[config.mk]
export PLATFORM = sky130hd
export DESIGN_NAME = ram_block_copier
export DESIGN_NICKNAME = d
export VERILOG_FILES = /design/src/rtl/hack_mem_pkg.sv /design/src/rtl/ram_block_copier.sv
export SDC_FILE = /design/constraint.sdc
export NUM_CORES = 1
export LEC_CHECK = 0
export CORE_MARGIN = 2
export CORE_UTILIZATION = 30
export CTS_BUF_LIST = sky130_fd_sc_hd__clkbuf_8
export DETAILED_ROUTE_END_ITERATION = 10
export DONT_BUFFER_PORTS = 1
export PLACE_DENSITY = 0.49
export RECOVER_POWER = 50
export SLEW_MARGIN = 0
export SYNTH_ARGS = -nofsm -noshare
export SYNTH_HDL_FRONTEND = slang
export SYNTH_SLANG_ARGS = --single-unit
[constraint.sdc]
create_clock -name clk -period 5.9 [get_ports clk]
set_clock_uncertainty 0.1 [all_clocks]
set_input_delay 0.59 -clock clk [delete_from_list [all_inputs] [get_ports clk]]
set_output_delay 0.59 -clock clk [all_outputs]
set_load 0.01 [all_outputs]
[src/rtl/hack_mem_pkg.sv]
// Shared definitions for the Hack-style 4K-word memory subsystem:
// address/data widths, the block-copier state encoding and a length clamp helper.
package hack_mem_pkg;

    localparam int ADDR_W    = 12;
    localparam int DATA_W    = 16;
    localparam int LEN_W     = 13;
    localparam int RAM_WORDS = 4096;

    typedef enum logic [1:0] {
        IDLE,
        READ,
        WRITE,
        DONE
    } copier_state_e;

    // Requested lengths beyond the memory size clamp to one full pass.
    function automatic logic [LEN_W-1:0] sat_len(input logic [LEN_W-1:0] l);
        return (l > LEN_W'(RAM_WORDS)) ? LEN_W'(RAM_WORDS) : l;
    endfunction

endpackage

[src/rtl/ram_block_copier.sv]
// Block copier that owns a single-port RAM4K-style port while busy, moving
// one word per READ/WRITE pair in ascending order with wraparound addressing.
module ram_block_copier
    import hack_mem_pkg::*;
(
    input  logic              clk,
    input  logic              reset,
    input  logic              start,
    input  logic [ADDR_W-1:0] src,
    input  logic [ADDR_W-1:0] dst,
    input  logic [LEN_W-1:0]  len,
    output logic              busy,
    output logic              done,
    output logic [ADDR_W-1:0] mem_address,
    output logic [DATA_W-1:0] mem_in,
    output logic              mem_load,
    input  logic [DATA_W-1:0] mem_out
);

    copier_state_e     state_q, state_d;
    logic [ADDR_W-1:0] src_ptr_q, src_ptr_d;
    logic [ADDR_W-1:0] dst_ptr_q, dst_ptr_d;
    logic [LEN_W-1:0]  remaining_q, remaining_d;
    logic [DATA_W-1:0] data_buf_q, data_buf_d;
    logic [LEN_W-1:0]  len_sat;

    assign len_sat = sat_len(len);

    always_ff @(posedge clk) begin
        if (reset) begin
            state_q     <= IDLE;
            src_ptr_q   <= '0;
            dst_ptr_q   <= '0;
            remaining_q <= '0;
            data_buf_q  <= '0;
        end else begin
            state_q     <= state_d;
            src_ptr_q   <= src_ptr_d;
            dst_ptr_q   <= dst_ptr_d;
            remaining_q <= remaining_d;
            data_buf_q  <= data_buf_d;
        end
    end

    // Pointers wrap naturally at the ADDR_W boundary, so copies may cross the top of memory.
    always_comb begin
        state_d     = state_q;
        src_ptr_d   = src_ptr_q;
        dst_ptr_d   = dst_ptr_q;
        remaining_d = remaining_q;
        data_buf_d  = data_buf_q;
        case (state_q)
            IDLE: begin
                if (start) begin
                    src_ptr_d   = src;
                    dst_ptr_d   = dst;
                    remaining_d = len_sat;
                    state_d     = (len_sat == '0) ? DONE : READ;
                end
            end
            READ: begin
                data_buf_d = mem_out;
                state_d    = WRITE;
            end
            WRITE: begin
                src_ptr_d   = src_ptr_q + ADDR_W'(1);
                dst_ptr_d   = dst_ptr_q + ADDR_W'(1);
                remaining_d = remaining_q - LEN_W'(1);
                state_d     = (remaining_q == LEN_W'(1)) ? DONE : READ;
            end
            DONE: begin
                state_d = IDLE;
            end
            default: begin
                state_d = IDLE;
            end
        endcase
    end

    // Write enable is masked by reset so an aborting edge never commits a word.
    always_comb begin
        busy        = (state_q != IDLE);
        done        = (state_q == DONE);
        mem_address = '0;
        mem_in      = '0;
        mem_load    = 1'b0;
        case (state_q)
            READ: begin
                mem_address = src_ptr_q;
            end
            WRITE: begin
                mem_address = dst_ptr_q;
                mem_in      = data_buf_q;
                mem_load    = !reset;
            end
            default: begin
                mem_address = '0;
            end
        endcase
    end

endmodule

==> out/results.ini, run 1 <==
[run_status]
status=finished with violations
violations=capacitance limit, slew limit

[layout]
multi_input_area_mm2=0.00204
final_core_util_pct=32.2
fillers=1139
mostFrequentLayoutCell=dfxtp_1
nets=463
drive_above_1_share_pct=4.50
syn_to_final_growth_pct=4.99
diodes=0
finalInstanceArea_mm2=0.00348
mostFrequentLayoutCells=dfxtp_1, nor2_1, nand2_1, a21oi_1, mux2i_1
regArea_mm2=0.00110

[hold_path]
min_path_cells=1
hold_path_startpoint=reset
hold_end=dst_ptr_q[10]
hold_path.class=in2reg

[synth]
ys_seq_area_share_pct=33.2
ys_ff_latch=55
synth.distinct_cells=54
syn_nets=481
syn-mean-instance-area_um2=7.94
ys_warn_count=0
synthCells=417
synth_edf_count=0
synth_area_mm2=0.00331
async_reset_ff_share_pct=0
ys.flop_type=dfxtp_1

[power_and_ir_drop]
p_seq_share_pct=35.7
comb_power_share_pct=51.7
leakagePower_uw=0.00111
clkPwrFrac_pct=12.6
internal_power_uw=919
switching_share_pct=47.9
max-vdd-ir-drop_uv=195
switchingPower_uw=844
power.density_mw_per_mm2=507

[drt]
wire_per_inst_um=18.6
via_per_inst=5.69
antenna_left=0
drt-total-wl_um=10000
drt_iter0_drc=212
drtPass1Iterations=5
dr_total_vias=3070
drc=0

[worst_setup_path]
reg2regPathDepth=7
reg2reg_slack_ns=1.73
crit_required_ns=6.00
crit_fanout=42
endpoint_kind=register
r2r-end=dst_ptr_q[9]
cp-start-kind=register
cp_data_arrival_time_ns=4.28
reg2reg_from=state_q[0]
crit_type=reg2reg
crit_start=state_q[0]

[sta]
setup_viol=0
finalCritPeriodShare_pct=70.7
max_slew_margin_pct=-16.8
fin_ws_ns=1.73
fin_setup_tns_ns=0
worst_pin_slew_ns=1.75
timing.fmax_mhz=240
hold_violations=0
rsz0062_at_grt=false
holdWs_ns=0.216
post-route-min-period_ns=4.17
finalMaxSlewViolations=30

[global_route]
grt_overflow_total=0
grt_pass1_wl_um=16000
grt_max_degree=58
antenna_found_initial=0
grt_pass1_vias=2977
grt_usage_pct=17.1

[clock_tree]
worstSkewPairLatency_ns=0.33
cts_max_level=2
postCtsResizedCells=0
cts_buffers=5
holdBufCountCts=0
cts_tree=done
cts.path.max_buffers=2
path_clk_slew_ns=0.11
root_buffer=clkbuf_8
cts_setup_buffers=0
cts_sinks=55

[die]
rows=38
fp.dieArea_mm2=0.0119
pin_count=87
initial_core_util_pct=30.7
core_area_mm2=0.0108
fp.dieW_um=109
die_y_um=109

[placement]
dp_hpwl_um=6820
io_buffers=0
post-place-ws_ns=2.55
gp_congestion=0.821
placed_area_mm2=0.00340

[run]
maxCapViolations=1

how the worst max path moves through the flow:
stage	end	cells after the start
5_1_grt	src_ptr_q[11]	7
6_report	dst_ptr_q[9]	7
4_1_cts	src_ptr_q[10]	6
2_1_floorplan	mem_in[10]	6
3_5_place_dp	src_ptr_q[10]	6
3_3_place_gp	dst_ptr_q[6]	6
worst max-delay path, cell delays in order, from the launching register on:
cell      delay (ns)
dfxtp_1         0.35
inv_1           0.11
ha_1            0.98
buf_4           0.54
mux2_1          1.12
nand2_1         0.45
o311ai_0        0.24
o22ai_1         0.14
Yosys cell counts, drive strengths merged (11+ instances only):
cell type	instances	area share (%)
dfxtp	55	33
nor2	42	4.8
nand2	30	3.5
a21oi	26	3.9
mux2i	23	7.1
o21ai	22	3.3
a22oi	19	4.3
and2	18	3.4
clkbuf	17	1.9
nor2b	17	3.2
inv	14	1.6
nand3	12	1.8
nor3	12	1.8
buf	11	1.5
nor4	11	2.7
stage by stage:
| stage | total power (uW) | cells |
|---|---|---|
| after floorplan | 1330 | 417 |
| after global placement | 1530 | 532 |
| after detailed placement | 1550 | 532 |
| after CTS | 1780 | 540 |
| after global routing | 1920 | 540 |
| final | 1760 | 540 |
power groups by stage:
stage | clock (uW) | combinational (uW) | sequential [uW]
finish | 222 | 912 | 630
global route | 251 | 1020 | 649
CTS | 234 | 913 | 628
detailed placement | 0 | 909 | 636
global placement | 0 | 898 | 635
floorplan | 0 | 737 | 595
state kept, by name (all words and copies together) (netlist names):
| register | flops |
|---|---|
| data_buf_q | 16 |
| dst_ptr_q | 12 |
| src_ptr_q | 12 |
| state_q | 2 |
| remaining_q | 13 |
per-layer routing:
metal  vias to the layer above  share of wire (%)  wire length [um]  GRT usage [%]
met2                       106                 46              4620           26.9
met4                         0               0.87                87           4.03
met5                         -                  0                 0              0
met1                      1448                 46              4580           23.2
met3                         8                7.5               749           4.60
li1                       1508                  -                 -              -
cell families (layout without fill, tap and decap cells):
| family | count (synthesis) | in the layout | synth area share (%) |
|---|---|---|---|
| simple gates | 166 | 166 | 26.4 |
| compound gates | 121 | 121 | 24.8 |
| flops | 55 | 55 | 33.2 |
| buf+inv | 43 | 26 | 5.14 |
| mux | 24 | 24 | 7.40 |
| fa+ha+maj | 8 | 8 | 3.02 |
final cells by class:
cell class / count / share of cell area [%]
inverter: 15 / 1.62
tap: 140 / 5.04
timing repair buffer: 3 / 0.540
clock inverter: 3 / 0.576
multi-input combinational: 319 / 58.6
clock buffer: 5 / 1.98
sequential: 55 / 31.7
(Power assumes the default switching activity.)
==> inputs of run 2 (changes only) <==
--- a/config.mk
+++ b/config.mk
@@ -10,7 +10,7 @@
 export CTS_BUF_LIST = sky130_fd_sc_hd__clkbuf_8
 export DETAILED_ROUTE_END_ITERATION = 10
 export DONT_BUFFER_PORTS = 1
-export PLACE_DENSITY = 0.49
+export PLACE_DENSITY = 0.5
 export RECOVER_POWER = 50
 export SLEW_MARGIN = 0
 export SYNTH_ARGS = -nofsm -noshare
==> constraint.sdc (replaced) <==
create_clock -name clk -period 3.5 [get_ports clk]
set_clock_uncertainty 0.1 [all_clocks]
set_input_delay 0.35 -clock clk [delete_from_list [all_inputs] [get_ports clk]]
set_output_delay 0.35 -clock clk [all_outputs]
set_load 0.01 [all_outputs]
==> run 2 against run 1 <==
Compared with the run above: the flow now finishes without violations; clock-buffer cell count increased by 1; hold slack got worse by 0.21 ns; first-iteration DRC count increased by 9.9%; non-clock buffer count increased by 6; cell area increased by 1.7%; utilization increased by 0.53 points; critical path depth decreased by 2; final cell count increased by 1.1%; sequential cell count unchanged; global-route usage increased by 0.69 points; routed wire length increased by 3.3%; largest power group unchanged; highest routed layer unchanged.
==> out/results.ini, run 2 (synthesis results as in run 1) <==
[worst_setup_path]
cp-start-kind=register
reg2regPathDepth=7  ; unchanged
crit_type=reg2out
cp_data_arrival_time_ns=2.48  ; -1.80 ns
reg2reg_from=state_q[0]
r2r-end=dst_ptr_q[6]
crit_start=state_q[0]
crit_required_ns=3.05  ; -2.95 ns
crit_fanout=63  ; +50%
crit_path_end=mem_address[6]
endpoint_kind=primary output
reg2reg_slack_ns=0.81  ; -0.92 ns

[drt]
wire_per_inst_um=19.0  ; +2.1%
drt-total-wl_um=10400  ; +3.3%
drt_iter0_drc=233  ; +9.9%
via_per_inst=5.80  ; +2.0%
drc=0  ; unchanged
antenna_left=0  ; unchanged
dr_total_vias=3166  ; +3.1%
drtPass1Iterations=4  ; -1

[clock_tree]
cts_tree=done
path_clk_slew_ns=0.10  ; about the same
postCtsResizedCells=0  ; unchanged
cts_max_level=2  ; unchanged
worstSkewPairLatency_ns=0.31  ; -0.02 ns
cts.path.max_buffers=2  ; unchanged
root_buffer=clkbuf_8
cts_buffers=5  ; unchanged
cts_sinks=55  ; unchanged
cts_setup_buffers=0  ; unchanged

[power_and_ir_drop]
leakagePower_uw=0.00116  ; +4.5%
max-vdd-ir-drop_uv=364  ; +86%
power.density_mw_per_mm2=854  ; +68%

[global_route]
grt_pass1_vias=3193  ; +7.3%
grt_max_degree=64  ; +10%
grt_overflow_total=0  ; unchanged
grt_pass1_wl_um=16800  ; +4.7%
antenna_found_initial=0  ; unchanged
grt_usage_pct=17.8  ; +0.69 points

[layout]
mostFrequentLayoutCell=dfxtp_1
top_regs=data_buf_q (16), remaining_q (13)
top_register=data_buf_q
nets=469  ; +1.3%
largest_reg_flops=16  ; unchanged
diodes=0  ; unchanged
syn_to_final_growth_pct=6.72
mostFrequentLayoutCells=dfxtp_1, nor2_1, nand2_1, a21oi_1, mux2i_1
drive_above_1_share_pct=4.68  ; +0.18 points

[placement]
dp_hpwl_um=6960  ; +2.1%
io_buffers=0  ; unchanged
post-place-ws_ns=0.968  ; -1.58 ns
gp_congestion=0.831  ; +1.2%

[die]
pin_count=87  ; unchanged
initial_core_util_pct=30.7  ; unchanged
die_y_um=109  ; unchanged
core_area_mm2=0.0108  ; unchanged
fp.dieArea_mm2=0.0119  ; unchanged
fp.dieW_um=109  ; unchanged
rows=38  ; unchanged

[sta]
hold_violations=0  ; unchanged
setup_viol=0  ; unchanged
timing.fmax_mhz=342
worst_pin_slew_ns=1.23  ; -0.527 ns
max_slew_margin_pct=18.3  ; +35 points
fin_setup_tns_ns=0  ; unchanged
post-route-min-period_ns=2.93
finalCritPeriodShare_pct=83.6
fin_ws_ns=0.575  ; -1.15 ns
finalMaxSlewViolations=0  ; -100%
rsz0062_at_grt=false

[hold_path]
hold_path.class=in2reg

[run]
maxCapViolations=0  ; -1

[run_status]
status=complete, no violations

-- run 2: how the worst min path moves through the flow --
stage | end | depth (start not counted) | from | slack, ns
6_report | data_buf_q[4] | 1 | reset | 0.01
2_1_floorplan | data_buf_q[0] | 2 | data_buf_q[0] | 0.35
5_1_grt | src_ptr_q[2] | 1 | reset | 0.001
4_1_cts | data_buf_q[5] | 1 | reset | 0.0007
3_3_place_gp | remaining_q[4] | 1 | reset | 0.33
3_5_place_dp | remaining_q[4] | 1 | reset | 0.33
-- run 2: per-layer routing --
metal / track usage [%] / part of all wire [%] / wire, um
met1: 23.8 / 46 / 4730
met2: 29.6 / 47 / 4850
met3: 3.83 / 7.1 / 736
met4: 3.02 / 0.51 / 53
met5: 0 / 0 / 0
-- run 2: area by class of cell --
cell class                      instances  area [um^2]
Fill cell                            1150         7260
Multi-Input combinational cell        319         2040
Sequential cell                        55         1100
Tap cell                              140          175
Clock buffer                            6         82.6
Timing Repair Buffer                    9         70.1
Inverter                               15         56.3
Clock inverter                          2         12.5
-- run 2: what timing repair did --
| item | CTS | global route |
|---|---|---|
| endpoints found under the setup margin | 0 | 0 |
| hold endpoints to repair | 20 | 14 |
| hold buffers | 2 | 2 |
-- run 2: critical path, stage by stage (launching register included) --
cell and delay, ns:
dfxtp_1 0.34, inv_1 0.11, ha_1 0.53, buf_4 0.60, nand2_1 0.16, a21boi_0 0.42
-- run 2: power breakdown --
part / internal (uW) / switching [uW] / total, uW
logic: 588 / 979 / 1570
registers: 829 / 239 / 1070
clock network: 160 / 223 / 383
total: 1580 / 1440 / 3020
-- run 2: metrics by stage --
step                      hold WS (ns)  total power, uW  instance area (um^2)  util, %  std cells
after global routing           0.00124             3270                  3530     32.7        546
after detailed placement         0.329             2630                  3410     31.6        534
after global placement           0.328             2610                  3410     31.6        534
after CTS                     0.000716             3030                  3530     32.7        544
final                          0.00992             3020                  3530     32.7        546
after floorplan                  0.352             2240                  3310        -        417
==> inputs of run 3 (changes only) <==
--- a/config.mk
+++ b/config.mk
@@ -10,7 +10,7 @@
 export CTS_BUF_LIST = sky130_fd_sc_hd__clkbuf_8
 export DETAILED_ROUTE_END_ITERATION = 10
 export DONT_BUFFER_PORTS = 1
-export PLACE_DENSITY = 0.5
+export PLACE_DENSITY = 0.49
 export RECOVER_POWER = 50
 export SLEW_MARGIN = 0
 export SYNTH_ARGS = -nofsm -noshare
==> constraint.sdc (replaced) <==
create_clock -name clk -period 2.8 [get_ports clk]
set_clock_uncertainty 0.1 [all_clocks]
set_input_delay 0.28 -clock clk [delete_from_list [all_inputs] [get_ports clk]]
set_output_delay 0.28 -clock clk [all_outputs]
set_load 0.01 [all_outputs]
==> run 3 against run 2 <==
Compared with the run above: total power is 29% higher; register-to-register slack worse by 0.42 ns; cell area is 5.7% higher; critical path depth is 1 higher; sequential cell count stayed put; non-clock buffer count is 19 higher; final cell count is 3.5% higher.
==> out/results.ini, run 3 (synthesis results as in run 1) <==
[drt]
via_per_inst=5.69  ; -1.9%
dr_total_vias=3215  ; +1.5%
drt-total-wl_um=10500  ; +1.0%
antenna_left=0  ; unchanged
drc=0  ; unchanged
wire_per_inst_um=18.5  ; -2.4%
drtPass1Iterations=5  ; +1
drt_iter0_drc=235  ; +0.86%

[die]
initial_core_util_pct=30.7  ; unchanged
rows=38  ; unchanged
fp.dieW_um=109  ; unchanged
die_y_um=109  ; unchanged
pin_count=87  ; unchanged
core_area_mm2=0.0108  ; unchanged
fp.dieArea_mm2=0.0119  ; unchanged

[layout]
top_regs=data_buf_q (16), remaining_q (13)
top_register=data_buf_q
diodes=0  ; unchanged
syn_to_final_growth_pct=12.8
finalInstanceArea_mm2=0.00374  ; +5.7%
drive_above_1_share_pct=6.35  ; +1.7 points
mostFrequentLayoutCell=dfxtp_1
nets=488  ; +4.1%
fillers=1143  ; -0.61%
mostFrequentLayoutCells=dfxtp_1, nor2_1, nand2_1, a21oi_1
largest_reg_flops=16  ; unchanged

[global_route]
grt_max_degree=51  ; -20%
grt_pass1_vias=3273  ; +2.5%
grt_pass1_wl_um=17100  ; +1.9%
grt_overflow_total=0  ; unchanged
grt_usage_pct=18.5  ; +0.73 points
antenna_found_initial=0  ; unchanged

[power_and_ir_drop]
max-vdd-ir-drop_uv=452  ; +24%
power.density_mw_per_mm2=1040  ; +22%
leakagePower_uw=0.00124  ; +7.1%
power.total_uw=3900  ; +29%

[clock_tree]
worstSkewPairLatency_ns=0.34  ; +0.03 ns
cts_sinks=55  ; unchanged
cts_max_level=2  ; unchanged
cts_buffers=5  ; unchanged
postCtsResizedCells=0  ; unchanged
cts_setup_buffers=0  ; unchanged
root_buffer=clkbuf_8
cts.path.max_buffers=2  ; unchanged
path_clk_slew_ns=0.11  ; about the same
cts_tree=done
holdBufCountCts=16  ; +14

[hold_path]
hold_path.class=in2reg

[placement]
dp_hpwl_um=7250  ; +4.2%
placed_area_mm2=0.00346  ; +1.3%
gp_congestion=0.851  ; +2.4%
post-place-ws_ns=0.598  ; -0.370 ns
io_buffers=0  ; unchanged

[sta]
finalCritPeriodShare_pct=88.8
finalMaxSlewViolations=0  ; unchanged
rsz0062_at_grt=false
hold_violations=0  ; unchanged
timing.fmax_mhz=402
worst_pin_slew_ns=1.10  ; -0.127 ns
fin_setup_tns_ns=0  ; unchanged
post-route-min-period_ns=2.49
holdWs_ns=0.0104  ; +0.000500 ns
max_slew_margin_pct=26.6  ; +8.3 points
setup_viol=0  ; unchanged
fin_ws_ns=0.315  ; -0.260 ns

[worst_setup_path]
critPathMostFrequentCell=buf_4
crit_required_ns=2.42  ; -0.63 ns
endpoint_kind=primary output
cp_data_arrival_time_ns=2.11  ; -0.37 ns
slowest_delay_ns=0.44  ; -0.16 ns
cp_slowest_cell=buf_4
cp-start-kind=register
crit_type=reg2out
crit_fanout=47  ; -25%
critPathTopFamily=buffers and inverters
reg2reg_slack_ns=0.39  ; -0.42 ns
crit_chain=inv_1 > ha_2 > buf_4 > nand2_1 > a21boi_0 > buf_4
critPathBufInv=3  ; +1

[run]
maxCapViolations=0  ; unchanged

[run_status]
status=complete, no violations

[run 3: layer usage]
layer	part of all wire [%]	GRT usage, %	up-vias
met3	8.2	6.10	19
met2	46	29.2	106
met4	2.3	6.04	0
met1	44	23.7	1533
li1	-	-	1557
met5	0	0	-
[run 3: final timing paths]
kind                  start             end  cells after the start
max reg2reg      state_q[0]   src_ptr_q[10]                      6
min                  dst[0]    dst_ptr_q[0]                      2
max              state_q[0]  mem_address[6]                      6
min reg2reg  data_buf_q[11]  data_buf_q[11]                      2
[run 3: cell type report]
| class | count | area [um^2] | area share (%) |
|---|---|---|---|
| inverter | 15 | 56.3 | 1.51 |
| tap | 140 | 175 | 4.69 |
| timing repair buffer | 28 | 250 | 6.70 |
| clock buffer | 5 | 68.8 | 1.84 |
| clock inverter | 3 | 46.3 | 1.24 |
| sequential | 55 | 1100 | 29.5 |
| multi-input combinational | 319 | 2040 | 54.6 |
[run 3: power breakdown]
part           switching [uW]  internal, uW  total [uW]
Sequential                288          1040        1320
Combinational            1230           777        2010
Clock                     302           270         573
[run 3: per-stage QoR]
step / std cells / utilization, %
after floorplan: 417 / -
after global placement: 540 / 32.0
after detailed placement: 540 / 32.0
after CTS: 564 / 34.7
after global routing: 565 / 34.6
final: 565 / 34.6
